**src/rtl/clock_mode_ctrl.sv**
```systemverilog
// rtl/clock_mode_ctrl.sv - time-set sequencing, alarm storage, ring/snooze/dismiss for the 1 Hz clock counter
module clock_mode_ctrl #(
  parameter int SNOOZE_MIN = 5,
  parameter int RING_SEC   = 60
) (
  input  logic       clk_1hz,
  input  logic       rst,
  input  logic       btn_mode,
  input  logic       btn_inc,
  input  logic       btn_alarm,
  input  logic [5:0] cur_sec,
  input  logic [5:0] cur_min,
  input  logic [4:0] cur_hour,
  output logic       run_en,
  output logic       load,
  output logic [4:0] load_hour,
  output logic [5:0] load_min,
  output logic [4:0] alarm_hour,
  output logic [5:0] alarm_min,
  output logic       alarm_armed,
  output logic       ringing,
  output logic [2:0] state
);

  typedef enum logic [2:0] {
    RUN       = 3'd0,
    SET_HOUR  = 3'd1,
    SET_MIN   = 3'd2,
    SET_AHOUR = 3'd3,
    SET_AMIN  = 3'd4
  } state_t;

  state_t     state_q, state_d;
  logic       prev_mode, prev_inc, prev_alarm;
  logic       ev_mode, ev_inc, ev_alarm;
  logic       fsm_mode, fsm_inc;
  logic [4:0] edit_hour, edit_hour_d;
  logic [5:0] edit_min, edit_min_d;
  logic       load_d;
  logic [4:0] alarm_hour_d;
  logic [5:0] alarm_min_d;
  logic       armed_d, ringing_d;
  logic [7:0] ring_timer, ring_timer_d;
  logic       snooze_pending, snooze_pending_d;
  logic [4:0] snz_hour, snz_hour_d;
  logic [5:0] snz_min, snz_min_d;
  logic [6:0] snz_sum;
  logic       trigger;

  function automatic logic [4:0] hour_inc(input logic [4:0] h);
    return (h == 5'd23) ? 5'd0 : h + 5'd1;
  endfunction

  function automatic logic [5:0] min_inc(input logic [5:0] m);
    return (m == 6'd59) ? 6'd0 : m + 6'd1;
  endfunction

  assign ev_mode  = btn_mode & ~prev_mode;
  assign ev_inc   = btn_inc & ~prev_inc;
  assign ev_alarm = btn_alarm & ~prev_alarm;

  // While ringing the alarm owns mode/inc; a mode press always beats inc
  assign fsm_mode = ev_mode & ~ringing;
  assign fsm_inc  = ev_inc & ~ringing & ~ev_mode;

  assign state  = state_q;
  assign run_en = !((state_q == SET_HOUR) || (state_q == SET_MIN));

  always_comb begin
    state_d      = state_q;
    edit_hour_d  = edit_hour;
    edit_min_d   = edit_min;
    alarm_hour_d = alarm_hour;
    alarm_min_d  = alarm_min;
    load_d       = 1'b0;
    case (state_q)
      RUN: begin
        if (fsm_mode) begin
          state_d     = SET_HOUR;
          edit_hour_d = cur_hour;
          edit_min_d  = cur_min;
        end
      end
      SET_HOUR: begin
        if (fsm_mode)     state_d = SET_MIN;
        else if (fsm_inc) edit_hour_d = hour_inc(edit_hour);
      end
      SET_MIN: begin
        if (fsm_mode) begin
          state_d = SET_AHOUR;
          load_d  = 1'b1;
        end else if (fsm_inc) begin
          edit_min_d = min_inc(edit_min);
        end
      end
      SET_AHOUR: begin
        if (fsm_mode)     state_d = SET_AMIN;
        else if (fsm_inc) alarm_hour_d = hour_inc(alarm_hour);
      end
      SET_AMIN: begin
        if (fsm_mode)     state_d = RUN;
        else if (fsm_inc) alarm_min_d = min_inc(alarm_min);
      end
      default: state_d = RUN;
    endcase
  end

  assign snz_sum = {1'b0, cur_min} + 7'(SNOOZE_MIN);
  assign trigger = (state_q == RUN) && alarm_armed && (cur_sec == 6'd0) &&
                   (((cur_hour == alarm_hour) && (cur_min == alarm_min)) ||
                    (snooze_pending && (cur_hour == snz_hour) && (cur_min == snz_min)));

  always_comb begin
    armed_d          = alarm_armed ^ ev_alarm;
    ringing_d        = ringing;
    ring_timer_d     = ring_timer;
    snooze_pending_d = snooze_pending;
    snz_hour_d       = snz_hour;
    snz_min_d        = snz_min;
    if (ev_alarm && alarm_armed) begin
      ringing_d        = 1'b0;
      ring_timer_d     = 8'd0;
      snooze_pending_d = 1'b0;
    end else if (ringing) begin
      if (ev_mode) begin
        ringing_d        = 1'b0;
        ring_timer_d     = 8'd0;
        snooze_pending_d = 1'b0;
      end else if (ev_inc) begin
        ringing_d        = 1'b0;
        ring_timer_d     = 8'd0;
        snooze_pending_d = 1'b1;
        if (snz_sum > 7'd59) begin
          snz_min_d  = 6'(snz_sum - 7'd60);
          snz_hour_d = hour_inc(cur_hour);
        end else begin
          snz_min_d  = snz_sum[5:0];
          snz_hour_d = cur_hour;
        end
      end else if (ring_timer == 8'(RING_SEC - 1)) begin
        ringing_d    = 1'b0;
        ring_timer_d = 8'd0;
      end else begin
        ring_timer_d = ring_timer + 8'd1;
      end
    end else if (trigger) begin
      ringing_d        = 1'b1;
      ring_timer_d     = 8'd0;
      snooze_pending_d = 1'b0;
    end
  end

  always_ff @(posedge clk_1hz or posedge rst) begin
    if (rst) begin
      state_q        <= RUN;
      prev_mode      <= 1'b0;
      prev_inc       <= 1'b0;
      prev_alarm     <= 1'b0;
      edit_hour      <= 5'd0;
      edit_min       <= 6'd0;
      load           <= 1'b0;
      load_hour      <= 5'd0;
      load_min       <= 6'd0;
      alarm_hour     <= 5'd0;
      alarm_min      <= 6'd0;
      alarm_armed    <= 1'b0;
      ringing        <= 1'b0;
      ring_timer     <= 8'd0;
      snooze_pending <= 1'b0;
      snz_hour       <= 5'd0;
      snz_min        <= 6'd0;
    end else begin
      state_q        <= state_d;
      prev_mode      <= btn_mode;
      prev_inc       <= btn_inc;
      prev_alarm     <= btn_alarm;
      edit_hour      <= edit_hour_d;
      edit_min       <= edit_min_d;
      load           <= load_d;
      if (load_d) begin
        load_hour <= edit_hour;
        load_min  <= edit_min;
      end
      alarm_hour     <= alarm_hour_d;
      alarm_min      <= alarm_min_d;
      alarm_armed    <= armed_d;
      ringing        <= ringing_d;
      ring_timer     <= ring_timer_d;
      snooze_pending <= snooze_pending_d;
      snz_hour       <= snz_hour_d;
      snz_min        <= snz_min_d;
    end
  end

endmodule

```
**config.mk**
```make
export PLATFORM = sky130hd
export DESIGN_NAME = clock_mode_ctrl
export DESIGN_NICKNAME = d
export VERILOG_FILES = /design/src/rtl/clock_mode_ctrl.sv
export SDC_FILE = /design/constraint.sdc
export NUM_CORES = 1
export LEC_CHECK = 0
export CAP_MARGIN = 20
export CORE_MARGIN = 2
export CORE_UTILIZATION = 57
export CTS_BUF_LIST = sky130_fd_sc_hd__clkbuf_2 sky130_fd_sc_hd__clkbuf_4 sky130_fd_sc_hd__clkbuf_8
export DETAILED_ROUTE_END_ITERATION = 6
export PLACE_DENSITY = 0.82
export SKIP_LAST_GASP = 1
export SLEW_MARGIN = 20
export SYNTH_ARGS = -nofsm -noshare
export SYNTH_HDL_FRONTEND = slang
export SYNTH_SLANG_ARGS = --single-unit
```
**constraint.sdc**
```tcl
create_clock -name clk_1hz -period 2.25 [get_ports clk_1hz]
set_input_delay 0.45 -clock clk_1hz [delete_from_list [all_inputs] [get_ports clk_1hz]]
set_output_delay 0.45 -clock clk_1hz [all_outputs]
set_load 0.02 [all_outputs]
```
==> flow_metrics.tcl <==
set metrics [dict create \
    path_clk_slew_ns 0.07 \
    cts_made_buffers 9 \
    row_count 29 \
    vias 3437 \
    setup_viol 0 \
    cp-start-kind "register" \
    cts_tree "built" \
    relSlewSlack_pct 67.9 \
    fin_tns_setup_ns 0 \
    root_buffer "clkbuf_8" \
    core_sq_mm 0.00635 \
    holdPathEnd "load_hour[3]$_DFFE_PP0P_" \
    rsz0062_at_grt "true" \
    ys_types 59 \
    die_x_um 85.0 \
    start_util_pct 58.9 \
    rrSetupSlack_ns 0.09 \
    critPathMaxFanout 6 \
    synth_area_leader_cell "dfrtp_1" \
    cp_data_required_time_ns 1.80 \
    ys_warn_count 0 \
    grt_overflow 0 \
    hold_buffers 0 \
    grt_max_degree 63 \
    drc 0 \
    power_density_mw_per_mm2 860 \
    worstHoldPathType "reg2reg" \
    tightestPinTransition_ns 0.481 \
    timing.fmax_ghz 0.454 \
    synth_edf_count 0 \
    ir_worst_vdd_v 0.000722 \
    min_from "load_hour[3]$_DFFE_PP0P_" \
    layout.cells.most_common "buf_4" \
    arrival_ns 1.75 \
    cts_max_level 3 \
    yosys.area.top_type_share_pct 41.5 \
    synth_nets 427 \
    ioPinCount 51 \
    leakage_nw 2.14 \
    fin_crit_ns 2.20 \
    finalHoldViolCount 0 \
    grt_pass1_wl_um 15600 \
    dieHeight_um 85.0 \
    portBuffers 50 \
    cts.sinks 62 \
    first_pass_iters 5 \
    gp_routability_congestion 0.904 \
    fin_util_pct 79.0 \
    yosysSeqAreaShare_pct 41.5 \
    fin_crit_sh_pct 98.0 \
    dpl.hpwl_um 7030 \
    drt-wirelength-per-cell_um 16.2 \
    cap_violations 0 \
    synth-async-reset-ratio_pct 100 \
    cp-end-kind "primary output" \
    clk_latency_ns 0.33 \
    syn-cell-area_sq_mm 0.00374 \
    critPathKind "reg2out" \
    ys_ff_latch 62 \
    synth_area_per_cell_sq_um 9.49 \
    area_growth_syn_to_layout_pct 34.2 \
    synth_flop_cell "dfrtp_1" \
    antenna_found_initial 0 \
    grt_pass1_vias 3269 \
    viasPerCell 5.90 \
    postRouteAntennaNets 0 \
    diodes 0 \
    grt_usage_pct 27.1 \
    hold_depth 2 \
    cts_buffer_depth 2 \
    regToRegStartpoint "state[2]$_DFFE_PP0P_" \
    drive_gt1_share_pct 23.9 \
    die-area_sq_mm 0.00722 \
    skew_ns 0.0117 \
    drv_slew 0 \
    r2r_cells 6 \
    final_cell_mix "buf_4 (65), dfrtp_1 (61), clkdlybuf4s50_1 (44), o21ai_0 (30), nand2_1 (28)" \
    outcome "finished clean" \
    fin_nets 534 \
    reg2reg_to "ring_timer[1]$_DFFE_PP0P_" \
    first_iter_violations 221 \
    netlist_instances 394 \
    drt-total-wl_um 9460 \
    synthTopCellsByArea "dfrtp_1 (41%), xnor2_1 (6.8%), mux2_2 (4.2%), o21ai_0 (4.0%), ha_1 (3.7%)" \
]
cell families after synthesis:
logic type | count (synthesis) | synth area share, %
adders and majority gates | 11 | 3.68
muxes | 19 | 5.56
DFF | 62 | 41.5
xor gates and xnor gates | 31 | 7.26
buffers and inverters | 32 | 4.08
and+or+nand+nor | 150 | 22.4
AOI/OAI and AO/OA | 89 | 15.5
cells in the mapped netlist, types with 9 or more instances:
cell type / count
nor2b_1: 10
nand4_1: 9
mux2_2: 14
nor3_1: 11
ha_1: 11
nor2_1: 26
inv_1: 10
a31oi_1: 13
clkbuf_1: 12
a21oi_1: 14
dfrtp_1: 62
o21ai_0: 30
nand2_1: 28
xnor2_1: 29
nand3_1: 15
per-layer routing:
metal  vias to the layer above  track usage [%]  wire, um
met5                         -                0         0
met2                        99             45.0      4670
li1                       1657                -         -
met4                         0             7.79       161
met3                        15             5.74       385
met1                      1666             36.1      4240
flip-flops by register name, summed over array words and instances, names as in the netlist:
register        count
alarm_armed         1
alarm_hour          5
alarm_min           6
edit_hour           5
edit_min            6
load                1
load_hour           5
load_min            6
prev_alarm          1
prev_inc            1
prev_mode           1
ring_timer          8
ringing             1
snooze_pending      1
snz_hour            5
snz_min             6
state               3
repair_timing:
| item | CTS | global route |
|---|---|---|
| setup endpoints to repair | 8 | 12 |
| setup buffers | 1 | 0 |
| gates resized for setup | 10 | 6 |
| pin swaps | 4 | 1 |
final cells by class:
type	instances	area (sq um)
well taps	77	96.3
inverters	10	37.5
fillers	407	1330
clock inverters	3	42.5
repair buffers	118	1030
clock buffers	13	166
multi-input cells	300	2090
flip-flops and latches	62	1550
how the worst max path moves through the flow:
stage | start | end | slack [ns] | cells past startpoint
final | state[2]$_DFFE_PP0P_ | run_en | 0.05 | 3
after global routing | state[2]$_DFFE_PP0P_ | ring_timer[1]$_DFFE_PP0P_ | -0.002 | 6
after floorplan | cur_min[0] | snz_hour[4]$_DFFE_PP0P_ | 0.01 | 9
after global placement | cur_min[0] | snz_min[4]$_DFFE_PP0P_ | -0.44 | 11
after detailed placement | cur_min[0] | snz_min[4]$_DFFE_PP0P_ | -0.55 | 11
after CTS | state[2]$_DFFE_PP0P_ | run_en | 0.03 | 3
through the flow:
stage	instances	power, mW	instance area, sq um	hold WS, ns	setup WS (ns)
floorplan	394	2.55	3750	0.469	0.0105
global placement	566	3.22	4760	0.466	-0.440
detailed placement	566	3.30	4760	0.472	-0.546
CTS	583	4.33	4990	0.487	0.0325
global route	583	4.56	5020	0.531	-0.00202
finish	583	4.32	5020	0.488	0.0453
worst max-delay path, stage by stage (launching register included):
cell	delay (ns)
dfrtp_2	0.44
or3b_2	0.46
and2_1	0.19
dlygate4sd2_1	0.33
power by group:
| part | total (mW) | switching (mW) | internal [mW] |
|---|---|---|---|
| sequential | 1.61 | 0.242 | 1.36 |
| combinational | 1.68 | 0.856 | 0.829 |
| clock | 1.03 | 0.431 | 0.596 |
Note: power is estimated with default switching activity, not from simulation.
